===== config.mk =====
export PLATFORM = sky130hd
export DESIGN_NAME = span_position_loader_flat
export DESIGN_NICKNAME = d
export VERILOG_FILES = /design/src/rtl/span_pkg.sv /design/src/rtl/span_position_loader_if.sv /design/src/rtl/span_sat_add.sv /design/src/rtl/span_position_loader.sv /design/src/flat_wrapper.sv
export SDC_FILE = /design/constraint.sdc
export NUM_CORES = 1
export LEC_CHECK = 0
export BUFFER_PORTS_ARGS = -buffer_cell sky130_fd_sc_hd__buf_2
export CAP_MARGIN = 20
export CORE_MARGIN = 5
export CORE_UTILIZATION = 37
export DETAILED_ROUTE_END_ITERATION = 6
export GPL_TIMING_DRIVEN = 0
export HOLD_SLACK_MARGIN = 0.15
export PLACE_DENSITY = 0.58
export SETUP_SLACK_MARGIN = 0.05
export SLEW_MARGIN = 20
export SYNTH_ARGS = -nofsm -noshare
export SYNTH_HDL_FRONTEND = slang
export SYNTH_SLANG_ARGS = --single-unit

===== constraint.sdc =====
create_clock -name clk -period 5.8 [get_ports clk]
set_input_delay 0.29 -clock clk [delete_from_list [all_inputs] [get_ports clk]]
set_output_delay 0.29 -clock clk [all_outputs]
set_load 0.01 [all_outputs]

===== src/rtl/span_pkg.sv =====
// Shared types and constants for the span position loader slice.
// Build option: SPAN_LOADER_SAT_EN (clamp instead of wrap on position overflow).
package span_pkg;
    localparam int NUM_SLOTS = 8;
    localparam int SLOT_W    = $clog2(NUM_SLOTS);
    localparam int POS_W     = 16;
    localparam int MAT_W     = 8;
    localparam int QTY_W     = POS_W - 1;
    localparam int CNT_W     = 16;

    localparam logic [MAT_W-1:0]        MAT_EMPTY = 8'hFF;
    localparam logic signed [POS_W-1:0] POS_MAX   = 16'sd32767;
    localparam logic signed [POS_W-1:0] POS_MIN   = -16'sd32767;

    typedef enum logic [1:0] {IDLE, ACCUM, PUBLISH, CLEAR} ldr_state_t;

    // Signed delta for one trade; a 15-bit quantity always fits after negation.
    function automatic logic signed [POS_W-1:0] qty_delta(input logic [QTY_W-1:0] qty,
                                                          input logic sell);
        logic signed [POS_W-1:0] mag;
        mag = signed'({1'b0, qty});
        return sell ? -mag : mag;
    endfunction
endpackage


===== src/rtl/span_position_loader_if.sv =====
// Trade beat stream into the span position loader (valid/ready handshake).
interface span_position_loader_if;
    import span_pkg::*;

    logic              trd_valid;
    logic              trd_ready;
    logic [SLOT_W-1:0] trd_slot;
    logic [MAT_W-1:0]  trd_maturity;
    logic [QTY_W-1:0]  trd_qty;
    logic              trd_sell;
    logic              trd_last;

    modport master (
        output trd_valid, trd_slot, trd_maturity, trd_qty, trd_sell, trd_last,
        input  trd_ready
    );

    modport slave (
        input  trd_valid, trd_slot, trd_maturity, trd_qty, trd_sell, trd_last,
        output trd_ready
    );
endinterface


===== src/rtl/span_sat_add.sv =====
// Signed 16b + 16b adder with overflow flag; legal range excludes -32768.
// SPAN_LOADER_SAT_EN selects clamping, otherwise the low 16 bits wrap.
module span_sat_add
    import span_pkg::*;
(
    input  logic signed [POS_W-1:0] a,
    input  logic signed [POS_W-1:0] b,
    output logic signed [POS_W-1:0] sum,
    output logic                    ovf
);
    localparam logic signed [POS_W:0] WIDE_MAX = {POS_MAX[POS_W-1], POS_MAX};
    localparam logic signed [POS_W:0] WIDE_MIN = {POS_MIN[POS_W-1], POS_MIN};

    logic signed [POS_W:0] wide;

    always_comb begin
        wide = {a[POS_W-1], a} + {b[POS_W-1], b};
        ovf  = (wide > WIDE_MAX) || (wide < WIDE_MIN);
`ifdef SPAN_LOADER_SAT_EN
        if (wide > WIDE_MAX) begin
            sum = POS_MAX;
        end else if (wide < WIDE_MIN) begin
            sum = POS_MIN;
        end else begin
            sum = wide[POS_W-1:0];
        end
`else
        sum = wide[POS_W-1:0];
`endif
    end
endmodule


===== src/rtl/span_position_loader.sv =====
// Nets a trade stream into 8 contract slots and publishes a frozen snapshot.
// Build option: SPAN_LOADER_SAT_EN (see span_sat_add).
module span_position_loader
    import span_pkg::*;
(
    input  logic                             clk,
    input  logic                             reset,
    span_position_loader_if.slave            trd,
    input  logic                             snap_release,
    output logic [NUM_SLOTS-1:0][POS_W-1:0]  position,
    output logic [NUM_SLOTS-1:0][MAT_W-1:0]  maturity,
    output logic                             snap_valid,
    output logic [CNT_W-1:0]                 trade_count,
    output logic                             err_maturity,
    output logic                             err_ovf
);
    ldr_state_t              state_reg, state_next;
    logic [SLOT_W-1:0]       clr_idx_reg, clr_idx_next;
    logic [POS_W-1:0]        pos_reg [NUM_SLOTS];
    logic [MAT_W-1:0]        mat_reg [NUM_SLOTS];
    logic [CNT_W-1:0]        count_reg;
    logic                    err_mat_reg, err_ovf_reg;

    logic                    accept, mat_bad;
    logic signed [POS_W-1:0] cur_pos, delta, add_sum;
    logic                    add_ovf;
    logic [MAT_W-1:0]        cur_mat;
    logic                    wr_en;
    logic [SLOT_W-1:0]       wr_idx;
    logic [POS_W-1:0]        wr_pos;
    logic [MAT_W-1:0]        wr_mat;

    assign trd.trd_ready = reset && (state_reg == IDLE || state_reg == ACCUM);
    assign accept        = trd.trd_valid && trd.trd_ready;
    assign cur_pos       = signed'(pos_reg[trd.trd_slot]);
    assign cur_mat       = mat_reg[trd.trd_slot];
    assign delta         = qty_delta(trd.trd_qty, trd.trd_sell);
    assign mat_bad       = (cur_mat != MAT_EMPTY) && (cur_mat != trd.trd_maturity);

    span_sat_add u_add (
        .a   (cur_pos),
        .b   (delta),
        .sum (add_sum),
        .ovf (add_ovf)
    );

    // One write per cycle: either a netted trade or one slot of the CLEAR sweep.
    always_comb begin
        state_next   = state_reg;
        clr_idx_next = clr_idx_reg;
        wr_en        = 1'b0;
        wr_idx       = trd.trd_slot;
        wr_pos       = add_sum;
        wr_mat       = trd.trd_maturity;
        unique case (state_reg)
            IDLE, ACCUM: begin
                if (accept) begin
                    wr_en      = !mat_bad;
                    state_next = trd.trd_last ? PUBLISH : ACCUM;
                end
            end
            PUBLISH: begin
                if (snap_release) state_next = CLEAR;
            end
            CLEAR: begin
                wr_en        = 1'b1;
                wr_idx       = clr_idx_reg;
                wr_pos       = '0;
                wr_mat       = MAT_EMPTY;
                clr_idx_next = clr_idx_reg + 1'b1;
                if (clr_idx_reg == SLOT_W'(NUM_SLOTS - 1)) state_next = IDLE;
            end
            default: state_next = IDLE;
        endcase
    end

    always_ff @(posedge clk) begin
        if (!reset) begin
            state_reg   <= IDLE;
            clr_idx_reg <= '0;
            count_reg   <= '0;
            err_mat_reg <= 1'b0;
            err_ovf_reg <= 1'b0;
        end else begin
            state_reg   <= state_next;
            clr_idx_reg <= clr_idx_next;
            if (state_reg == CLEAR && state_next == IDLE) begin
                count_reg <= '0;
            end else if (accept && count_reg != {CNT_W{1'b1}}) begin
                count_reg <= count_reg + 1'b1;
            end
            if (accept && mat_bad)             err_mat_reg <= 1'b1;
            if (accept && !mat_bad && add_ovf) err_ovf_reg <= 1'b1;
        end
    end

    generate
        for (genvar gi = 0; gi < NUM_SLOTS; gi++) begin : g_slot
            always_ff @(posedge clk) begin
                if (!reset) begin
                    pos_reg[gi] <= '0;
                    mat_reg[gi] <= MAT_EMPTY;
                end else if (wr_en && wr_idx == SLOT_W'(gi)) begin
                    pos_reg[gi] <= wr_pos;
                    mat_reg[gi] <= wr_mat;
                end
            end
            assign position[gi] = pos_reg[gi];
            assign maturity[gi] = mat_reg[gi];
        end
    endgenerate

    assign snap_valid   = (state_reg == PUBLISH);
    assign trade_count  = count_reg;
    assign err_maturity = err_mat_reg;
    assign err_ovf      = err_ovf_reg;
endmodule


===== src/flat_wrapper.sv =====
// flat-port wrapper written by rule: the top's interface ports become plain ports
module span_position_loader_flat import span_pkg::*;
  (clk, reset, snap_release, position, maturity, snap_valid, trade_count, err_maturity, err_ovf, trd_trd_valid, trd_trd_slot, trd_trd_maturity, trd_trd_qty, trd_trd_sell, trd_trd_last, trd_trd_ready);
  span_position_loader_if trd_i ();
  input  logic clk;
  input  logic reset;
  input  logic snap_release;
  output logic [NUM_SLOTS-1:0][POS_W-1:0] position;
  output logic [NUM_SLOTS-1:0][MAT_W-1:0] maturity;
  output logic snap_valid;
  output logic [CNT_W-1:0] trade_count;
  output logic err_maturity;
  output logic err_ovf;
  input wire logic [$bits(trd_i.trd_valid)-1:0] trd_trd_valid;
  input wire logic [$bits(trd_i.trd_slot)-1:0] trd_trd_slot;
  input wire logic [$bits(trd_i.trd_maturity)-1:0] trd_trd_maturity;
  input wire logic [$bits(trd_i.trd_qty)-1:0] trd_trd_qty;
  input wire logic [$bits(trd_i.trd_sell)-1:0] trd_trd_sell;
  input wire logic [$bits(trd_i.trd_last)-1:0] trd_trd_last;
  output wire logic [$bits(trd_i.trd_ready)-1:0] trd_trd_ready;
  assign trd_i.trd_valid = trd_trd_valid;
  assign trd_i.trd_slot = trd_trd_slot;
  assign trd_i.trd_maturity = trd_trd_maturity;
  assign trd_i.trd_qty = trd_trd_qty;
  assign trd_i.trd_sell = trd_trd_sell;
  assign trd_i.trd_last = trd_trd_last;
  assign trd_trd_ready = trd_i.trd_ready;
  span_position_loader u_core (.clk(clk), .reset(reset), .trd(trd_i), .snap_release(snap_release), .position(position), .maturity(maturity), .snap_valid(snap_valid), .trade_count(trade_count), .err_maturity(err_maturity), .err_ovf(err_ovf));
endmodule

# After elaboration in Yosys (flattened, before gate mapping)
# Memories as Yosys holds them, arrays and structs flattened.
# Cells that the tools add are included.
[classes] add_sub_neg=4 multipliers=0 div_mod_pow=0 order_cmp=2 n_eq_ne=14 n_shift=0 n_mux=52 bitwise_logic=17 reduce_logical=24
[ops] operator="16-bit two-way mux" count=10
[ops] operator="8-bit two-way mux" count=9
[ops] operator="1-bit two-way mux" count=26
[ops] operator="16-bit by 16-bit adder with 17-bit output" count=1
[ops] operator="17-bit by 16-bit greater-than comparator with 1-bit output, second input constant" count=1
[ops] operator="17-bit by 16-bit < comparator with 1-bit output, second input constant" count=1
[ops] operator="16-bit by 1-bit adder with 16-bit output, second input constant" count=1
[ops] operator="1-bit logical AND" count=16
[ops] operator="16-bit inequality test, second input constant" count=1
[ops] operator="15-bit negation with 16-bit output" count=1
[ops] operator="1-bit bitwise OR" count=16
[ops] operator="3-bit == test, second input constant" count=5
[ops] operator="2-bit two-way mux" count=4
[ops] operator="8-bit inequality test" count=1
[ops] operator="8-bit inequality test, second input constant" count=1
[ops] operator="3-bit by 2-bit == test with 1-bit output, second input constant" count=2
[ops] operator="2-bit case mux with 3 select lines" count=1
[ops] operator="2-bit == test, second input constant" count=2
[ops] operator="2-bit zero test" count=2
[ops] operator="2-bit OR reduction" count=2
[ops] operator="3-bit by 1-bit adder with 3-bit output, second input constant" count=1
[ops] operator="3-bit by 1-bit == test with 1-bit output, second input constant" count=1
[ops] operator="3-bit zero test" count=1
[ops] operator="3-bit two-way mux" count=1
[ops] operator="5 further kinds" count=6
[word_totals] regBits=23 latch_bits=0 ram_bits=192 romBits=0 in_bits=32 output_inout_bits=212 word_cells=120 mem_count=2
[memory_table] name="u_core.pos_reg" words=8 word_bits=16 read_ports=9 rd_ports_with_merged_regs=0 wr=8 line="span_position_loader.sv:19" text="logic [POS_W-1:0] pos_reg [NUM_SLOTS];"
[memory_table] name="u_core.mat_reg" words=8 word_bits=8 read_ports=9 rd_ports_with_merged_regs=0 wr=8 line="span_position_loader.sv:20" text="logic [MAT_W-1:0] mat_reg [NUM_SLOTS];"

# Logic depth before layout (Yosys ltp)
# Gate-level depths: netlist of the first run.
[logic_depth] word_depth=11 depth_mapped=18 mapped_depth_nobuf=15

# By module
# A second synthesis of the first run with hierarchy kept.
[unflattened] hier_cells=900 hier_area_um2=11827.6
[modules_own_cells] module="span_position_loader" instances=1 cells_each=801 area_each_um2=11066.9 seq_area_each_um2=6226.0
[modules_own_cells] module="span_sat_add" instances=1 cells_each=99 area_each_um2=760.7 seq_area_each_um2=0.0

# Worst setup path after synthesis of the first run
# No wires, ideal clock.
[synth_path] kind="input to register" from="input port trd_trd_slot[0]" to="register u_core.err_ovf_reg, in the netlist u_core.err_ovf" setup_time_ns=0.086 arrival_ns=4.751 required_ns=5.714 setup_slack_ns=0.963 path_stages=17 n_path_buf=4 path_cell_list="buf_2 -> buf_2 -> buf_1 -> buf_1 -> mux4_2 -> nand2_1 -> nand2_1 -> ha_1 -> fa_1 -> a211oi_1 -> o21ai_0 -> a31oi_1 -> xor2_1 -> o2111ai_1 -> and4b_1 -> nand4_1 -> a211oi_1"
[synth_between] elab_chain_len=6 elab_cells_between_ends=12 cone_classes="1 x add/sub; 2 x order compare; 2 x eq/ne; 5 x reduce/logical; 2 x memory"
[synth_rtl] element="from (decl)" line="flat_wrapper.sv:15" text="input wire logic [$bits(trd_i.trd_slot)-1:0] trd_trd_slot;"
[synth_rtl] element="parallel branches: the longest is 5 deep, another holds 16-bit by 16-bit adder with 17-bit output"
[synth_rtl] element="1-bit logical AND *" line="span_position_loader.sv:93" text="if (accept && !mat_bad && add_ovf) err_ovf_reg <= 1'b1;"
[synth_rtl] element="to (signal assigned)" line="span_position_loader.sv:83" text="err_ovf_reg <= 1'b0;"
[synth_rtl] element="to (signal assigned)" line="span_position_loader.sv:93"
[synth_rtl] element="to (decl)" line="span_position_loader.sv:22" text="logic err_mat_reg, err_ovf_reg;"
# Mark *: on every way between the ends.
# A chain may end at the register's enable or synchronous reset.

# Worst setup path in the final report of the first run
[layout_path] from="input port trd_trd_slot[1]" to="register u_core.err_ovf_reg, in the netlist u_core.err_ovf"
# Same word-level chain as after synthesis.

==> reports/results.ini, run 1 <==
[status]
status=finished clean

[timing]
grt_setup_unrepaired=false
timing.hold.ws_ns=0.177
fin_crit_ns=5.35
hold_viol=0
maxSlewHeadroom_pct=27.9
setup-tns-final_ns=0
finalCritPeriodShare_pct=92.3
skew_ns=0.00856
drv_slew=0
tightest_slew_ns=1.07
clock.fmax_mhz=187
setup_violations=0

[logic_synthesis]
yosysTopAreaCell=edfxtp_1
syn_avg_cell_area_um2=11.9
ys_async_sr_fraction_pct=0
netlist_instances=914
yosysUniqueCellTypes=55
synth-warning-count=0
synth_top_area_share_pct=53.1
synth_nets=967
syn_area_um2=10900
ys_seq_area_share_pct=57.4
synth_area_leaders=edfxtp_1 (53%), mux4_2 (8.3%), nor2_1 (5.4%)
yosysMostFrequentCell=edfxtp_1
synth_edf_count=192
synth_ff_type=edfxtp_1
yosys-top-cells-count=edfxtp_1 (192), nor2_1 (157), nand2_1 (92), or3_1 (71), mux4_2 (40)
synth-seq-cells=215

[setup_path]
reg2reg_to=u_core.err_ovf
crit_top_cell=buf_2
path_cells=buf_2, buf_2, buf_2, buf_1, clkbuf_2, mux4_2, nand2_1, nand2_1, ha_1, fa_1, a211oi_1, o21ai_0, a31oi_1, xor2_2, o2111ai_1, and4b_1, nand4_1, a211oi_1
slowest_delay_ns=0.54
cp.required_ns=6.24
crit_start=trd_trd_slot[1]
start_kind=primary input
ff2ff_setup_slack_ns=1.51
cp_slowest_cell=buf_1
path_max_fanout=10
cp.arrival_ns=5.79
reg2regPathDepth=13
worstSetupPathType=primary input to register
r2r_start=u_core.pos_reg[7][0]
worstSetupEndpointType=register

[clock_tree]
cts_buffers=24
root_buffer=clkbuf_16
cts.htree.levels=1
clock-sinks=215
insertion_delay_ns=0.53
cts_buffer_depth=3
post_cts_buffers=0
clk_pin_slew_worst_paths_ns=0.06
cts_tree=done

[floorplan]
core_region_area_um2=28900
initial_utilization_pct=37.6
rows=62
die-height_um=181
die_area_um2=32900
io_pins=244
die_w_um=181

[hold_path]
min_from=trd_trd_valid
whs_path_depth=3
hold_path_end=u_core.err_ovf
hold_class=primary input to register

[drt]
post_drt_wl_per_cell_um=23.2
drt-initial-drc-count=726
drc=0
wl_um=36900
antenna_left=0
viasPerCell=5.52
num_vias=8794
drtPass1Iterations=6

[place]
dp_cells=1548
io_buffer_count=241
dpl.hpwl_um=27900
place.gp.congestion=0.958
dpl-instance-area_um2=12900

[final_layout]
nets=1244
final_cells=1592
syn2layout_area_growth_pct=26.1
fin_area_um2=13700
largest_reg_flops=128
layout-drive-gt1-share_pct=30.7
n_antenna_cell=0
post-route-util_pct=47.4

[global_routing]
antenna_found_initial=1
track_usage_pct=21.6
grt_overflow=0
grt_pass1_vias=8730
grt_pass1_wl_um=54900
grt_max_degree=19

[job]
drv_cap=0

[power]
total_leakage_power_uw=0.00504
powerDensity_nw_per_um2=293
peakVddDrop_uv=162

-- critical path, delay by kind of cell --
family,cells,cell delay [ns]
AOI/OAI and AO/OA,5,1.51
adders and majority gates,2,0.63
xor gates and xnor gates,1,0.48
muxes,1,0.42
and+or+nand+nor,4,0.64
buffers and inverters,5,1.81
-- timing repair --
item,CTS,global route
hold buffers,2,0
setup endpoints to repair,1,1
endpoints found under the hold margin,2,0
cloned,0,0
gates resized for setup,6,8
-- routing by layer --
layer | vias up | part of all wire (%) | GRT usage (%) | wire, um
met4 | 2 | 3.0 | 6.69 | 1100
met1 | 4360 | 43 | 29.9 | 15700
met5 | - | 0.054 | 0 | 20
li1 | 3955 | - | - | -
met2 | 410 | 46 | 34.0 | 17000
met3 | 67 | 8.5 | 5.13 | 3140
-- worst max path at each step --
stage                      to  slack (ns)  cells past startpoint
3_3_place_gp   u_core.err_ovf       -0.72                     17
4_1_cts        u_core.err_ovf        0.11                     17
6_report       u_core.err_ovf        0.45                     18
3_5_place_dp   u_core.err_ovf       -0.76                     17
5_1_grt        u_core.err_ovf        0.16                     18
2_1_floorplan  u_core.err_ovf        0.96                     17
-- cells in the final DEF (no fill, tap or decap), types with 7 or more instances in the layout --
cell type	count
a211oi_1	10
nor3_1	8
nand2_1	92
buf_16	8
inv_1	9
dfxtp_1	23
nor2b_1	14
clkbuf_16	25
nand3_1	17
buf_1	8
edfxtp_1	192
xor2_1	18
or3_1	71
a21oi_1	15
mux2i_1	16
nor4_1	8
nor2_1	157
mux4_2	40
xnor2_1	20
buf_2	257
a21oi_4	8
nand4_1	11
clkbuf_1	26
and3_1	7
o21ai_0	22
ha_1	20
-- stage by stage --
stage | total power (uW) | setup WS [ns]
final | 4010 | 0.448
after global routing | 4150 | 0.164
after CTS | 4030 | 0.112
after detailed placement | 2540 | -0.760
after global placement | 2490 | -0.724
after floorplan | 2220 | 0.963
-- logic make-up after synthesis --
group | share of synthesized area, %
DFF | 57.4
buffers and inverters | 2.23
xor gates and xnor gates | 3.39
muxes | 9.88
adders and majority gates | 2.49
and+or+nand+nor | 18.1
AOI/OAI and AO/OA | 6.58
-- layout make-up --
| type | instances | area [um2] |
|---|---|---|
| timing repair buffer | 252 | 1450 |
| clock inverter | 9 | 68.8 |
| buffer | 49 | 223 |
| clock buffer | 34 | 689 |
| multi-input combinational | 640 | 4510 |
| sequential | 215 | 6230 |
| inverter | 9 | 33.8 |
| fill | 2718 | 15200 |
| tap | 384 | 480 |
-- power by group --
| part | total (uW) | internal [uW] | switching (uW) |
|---|---|---|---|
| Combinational | 741 | 245 | 496 |
| Clock | 1490 | 867 | 619 |
| Sequential | 1780 | 1750 | 35.4 |
No activity file was read; power rests on OpenSTA's default activity.
==> run 2, diff against run 1 <==
ABC_AREA = 1   (was not set)
==> reports/results.ini, run 2 <==
[status]
status=complete, but fails checks
violations=design-rule violations

[logic_synthesis]
synthAdderAreaFrac_pct=2.35
synth_ff_type=edfxtp_1
synth-warning-count=0
ys_async_sr_fraction_pct=0
syn_area_um2=11500
synth_top_area_share_pct=50.1
ys_seq_area_share_pct=54.1
synthSimpleGateAreaFrac_pct=29.1
synth.area.mux_share_pct=0.0870
synth_compound_area_share_pct=5.86
synth-xor-area-share_pct=1.37
yosysTopAreaCell=edfxtp_1
synth_top_family_by_area=simple AND/OR/NAND/NOR gates
synth_nets=1417
netlist_instances=1364
synth_area_leaders=edfxtp_1 (50%), nand2_1 (13%), nor2_1 (7.5%)
yosys-top-cells-count=nand2_1 (405), nor2_1 (229), edfxtp_1 (192), inv_1 (130), nand3_1 (116)
yosysMostFrequentCell=nand2_1
yosysUniqueCellTypes=43
synth-seq-cells=215
syn_avg_cell_area_um2=8.44
synth_edf_count=192

[setup_path]
cp_slowest_cell=buf_1
crit_top_cell=nand2_1
slowest_delay_ns=0.59
start_kind=primary input
ff2ff_setup_slack_ns=2.63
path_max_fanout=10
r2r_start=u_core.pos_reg[5][2]
reg2reg_to=u_core.pos_reg[6][7]
reg2regPathDepth=14
cp.required_ns=6.04
worstSetupPathType=primary input to register
path_cells=buf_2, inv_1, buf_2, buf_1, clkbuf_1, o21ai_0, o22ai_1, nor2_1, a31oi_1, ha_1, fa_1, nand2_1, nand2_1, nand3_1, nand2_1, nand3_1, nand3_1, nand2_1, nand2_1, nor2_1
crit_start=trd_trd_slot[1]
worstSetupEndpointType=register
cp.arrival_ns=4.62

[power]
total_leakage_power_uw=0.00630
power.share.combinational_pct=17.7
powerDensity_nw_per_um2=285
p_int_uw=2860
clkPwrFrac_pct=38.6
peakVddDrop_uv=196
switchingPower_uw=1150
sw_frac_of_total_pct=28.8
pwr-share-seq_pct=43.6

[global_routing]
antenna_found_initial=0
grt_pass1_wl_um=61400
grt_pass1_vias=10100
grt_overflow=0
grt_max_degree=25
track_usage_pct=22.4

[timing]
hold_viol=0
timing.hold.ws_ns=0.166
fin_crit_ns=4.38
setup-tns-final_ns=0
maxSlewHeadroom_pct=38.4
setup_violations=0
drv_slew=0
grt_setup_unrepaired=false
skew_ns=0.0105
tightest_slew_ns=0.920
clock.fmax_mhz=228
finalCritPeriodShare_pct=75.5

[floorplan]
die_area_um2=34700
initial_utilization_pct=37.5
rows=64
core_region_area_um2=30700
io_pins=244
die-height_um=186
die_w_um=186

[final_layout]
layout_common_cells=nand2_1 (398), buf_2 (250), nor2_1 (229)
final_cells=2050
largest_reg_flops=128
syn2layout_area_growth_pct=22.4
fin_area_um2=14100
n_antenna_cell=0
multi_input_area_um2=4480
nets=1689
fill_cells=3088
final_common_cell=nand2_1
layout-drive-gt1-share_pct=20.3
seq_area_um2=6230

[drt]
wl_um=40500
antenna_left=0
num_vias=10500
drt-initial-drc-count=888
drtPass1Iterations=7
post_drt_wl_per_cell_um=19.7
drc=1
viasPerCell=5.14

[clock_tree]
root_buffer=clkbuf_16
cts_buffers=24
clk_pin_slew_worst_paths_ns=0.06
cts.htree.levels=1
cts_buffer_depth=3
cts_tree=done
insertion_delay_ns=0.51
ctsResizeCount=0
hold_buffers=4
post_cts_buffers=0
clock-sinks=215

[place]
place.gp.congestion=0.907
dp_cells=2002
io_buffer_count=241
dpl.hpwl_um=31400
dpl-instance-area_um2=13200

[hold_path]
hold_path_end=u_core.err_maturity
hold_class=primary input to register
min_from=trd_trd_valid
whs_path_depth=4

[job]
drv_cap=0

## run 2: cells by family after synthesis
family,Yosys count
flops,215
xor+xnor,18
compound gates,116
simple gates,805
mux,1
buf+inv,188
fa+ha+maj,21
## run 2: worst max path at each step
stage          cells after the start               endpoint  slack, ns
2_1_floorplan                     18   u_core.pos_reg[1][7]       2.64
3_3_place_gp                      19   u_core.pos_reg[7][7]       1.09
3_5_place_dp                      19   u_core.pos_reg[6][7]       1.11
4_1_cts                           19   u_core.pos_reg[6][7]       1.64
5_1_grt                           20  u_core.pos_reg[4][14]       1.30
6_report                          20  u_core.pos_reg[7][14]       1.42
## run 2: per-layer routing
metal / GRT usage (%) / share of wire [%] / vias to the layer above
met3: 3.42 / 7.0 / 62
met2: 35.0 / 45 / 422
met4: 5.90 / 2.8 / 0
met1: 32.7 / 45 / 5001
met5: 0 / 0 / -
li1: - / - / 5043
## run 2: stage by stage
step	setup WS (ns)	total power (uW)	utilization [%]
floorplan	2.64	2210	-
global placement	1.09	2470	43.1
detailed placement	1.11	2480	43.1
CTS	1.64	4020	45.9
global route	1.30	4170	45.9
finish	1.42	4010	45.9
## run 2: worst max-delay path, delay by kind of cell
family                   cells  cell delay [ns]
adder cells (fa/ha/maj)      2             0.62
AO/OA/AOI/OAI                3             0.73
buffers and inverters        5             1.74
AND/OR/NAND/NOR             10             1.24
## run 2: power groups by stage
stage / clock network (uW) / registers (uW) / logic, uW
finish: 1550 / 1750 / 711
CTS: 1570 / 1750 / 703
floorplan: 0 / 1790 / 422
detailed placement: 0 / 1780 / 698
global placement: 0 / 1780 / 689
global route: 1630 / 1750 / 785
## run 2: area by class of cell
type	instances	share of cell area, %
clock inverters	10	0.853
plain buffers	53	2.17
well taps	396	3.52
repair buffers	246	8.96
clock buffers	34	4.83
multi-input cells	961	31.8
flip-flops and latches	215	44.2
inverters	135	3.63
==> run 3, diff against run 2 <==
ABC_AREA = 0   (was 1)
PLACE_DENSITY = 0.6   (was 0.58)
clock period = 3.55 ns   (was 5.8 ns; I/O delays follow)
==> reports/results.ini, run 3 (same netlist as run 1, synthesis figures left out) <==
[status]
status=finished clean

[clock_tree]
cts_buffer_depth=3
cts_tree=done
root_buffer=clkbuf_16
cts_buffers=25
insertion_delay_ns=0.52
cts.htree.levels=1
clock-sinks=215
clk_pin_slew_worst_paths_ns=0.06

[setup_path]
path_max_fanout=3
cp.depth=13
crit_end=u_core.err_ovf
cp.arrival_ns=3.92
reg2reg_to=u_core.err_ovf
reg2regPathDepth=13
r2r_start=u_core.pos_reg[3][0]
worst_path_dominant_cell_family=compound AO/OA/AOI/OAI gates
cp_slowest_cell=mux4_2
slowest_delay_ns=0.51
ff2ff_setup_slack_ns=0.07
crit_top_cell=a211oi_4
start_kind=register
cp.required_ns=3.99
worstSetupEndpointType=register
crit_start=u_core.pos_reg[3][0]
path_cells=mux4_2, nand2_1, nand2_2, ha_4, fa_2, a211oi_4, o21ai_2, and2_4, a211oi_4, xor2_2, and4b_1, nand4_1, a211oi_1
cp_num_buf_inv=0
worstSetupPathType=register to register

[floorplan]
io_pins=244
die_area_um2=32900
initial_utilization_pct=37.6
rows=62
core_region_area_um2=28900
die_w_um=181
die-height_um=181

[hold_path]
hold_class=register to register
whs_path_depth=1
min_from=u_core.err_maturity

[drt]
drc=0
num_vias=8908
drt-initial-drc-count=820
drtPass1Iterations=5
wl_um=37800
antenna_left=0
post_drt_wl_per_cell_um=23.3
viasPerCell=5.48

[timing]
setup_violations=0
maxSlewHeadroom_pct=34.0
tightest_slew_ns=0.990
drv_slew=0
clock.fmax_mhz=287
timing.hold.ws_ns=0.467
finalCritPeriodShare_pct=98.1
grt_setup_unrepaired=true
hold_viol=0
fin_crit_ns=3.48
skew_ns=0.0120

[power]
peakVddDrop_uv=355
total_leakage_power_uw=0.00533
powerDensity_nw_per_um2=470

[place]
place.gp.congestion=0.938
dp_cells=1547
io_buffer_count=241
dpl.hpwl_um=28100

[global_routing]
grt_overflow=0
track_usage_pct=22.1
grt_pass1_wl_um=56000
grt_pass1_vias=8842
grt_max_degree=17
antenna_found_initial=0

[final_layout]
final_common_cell=buf_2
n_antenna_cell=0
layout-drive-gt1-share_pct=34.5
nets=1277
final_cells=1625
largest_reg_flops=128
layout_common_cells=buf_2 (254), edfxtp_1 (192), nor2_1 (156)
syn2layout_area_growth_pct=32.5
fill_cells=2623

[job]
drv_cap=0

## run 3: cell type report
type / instances / area (um2) / share of cell area, %
multi-input cells: 640 / 4720 / 32.8
clock buffers: 27 / 633 / 4.40
well taps: 384 / 480 / 3.34
inverters: 9 / 33.8 / 0.235
repair buffers: 286 / 1850 / 12.9
plain buffers: 47 / 325 / 2.26
flip-flops and latches: 215 / 6230 / 43.3
clock inverters: 17 / 111 / 0.774
## run 3: through the flow
stage	setup slack, ns	utilization (%)	instance area (um2)	power, uW	setup TNS (ns)
after floorplan	-0.313	-	11000	3660	-30.25
after global placement	-1.86	43.9	12700	4100	-326.89
after detailed placement	-1.44	44.9	13000	4160	-127.21
after CTS	-0.00255	49.2	14200	6730	-0.00255
after global routing	-0.0297	49.8	14400	6990	-0.0297
final	0.0676	49.8	14400	6760	0
## run 3: layer usage
layer | vias up | GRT usage (%) | share of wire (%)
li1 | 4018 | - | -
met1 | 4441 | 29.8 | 42
met2 | 389 | 35.5 | 47
met3 | 60 | 4.89 | 8.1
met4 | 0 | 7.66 | 3.5
met5 | - | 0 | 0
## run 3: worst min-delay path by stage
| stage | endpoint | slack (ns) |
|---|---|---|
| floorplan | u_core.state_reg[1] | 0.32 |
| global placement | u_core.state_reg[1] | 0.42 |
| detailed placement | u_core.state_reg[1] | 0.43 |
| CTS | u_core.err_maturity | 0.47 |
| global route | u_core.err_maturity | 0.51 |
| finish | u_core.err_maturity | 0.47 |
## run 3: where the power goes
part | total (uW) | internal, uW | switching, uW
clock | 2380 | 1350 | 1030
combinational | 1470 | 560 | 906
sequential | 2910 | 2850 | 54.5
## run 3: worst register-to-register path: cells and delay by family, from the launching register on
family                     cells  cell delay, ns
AOI/OAI and AO/OA              4            0.94
xor gates and xnor gates       1            0.23
adders and majority gates      2            0.58
DFF                            1            0.43
muxes                          1            0.51
and+or+nand+nor                5            0.74
## run 3: timing repair
item                                    CTS  global route
hold buffers                             14             0
pin swaps                                12            13
setup buffers                            18             5
endpoints found under the setup margin  246           255
resized for setup                        24            37
endpoints found under the hold margin    71             0
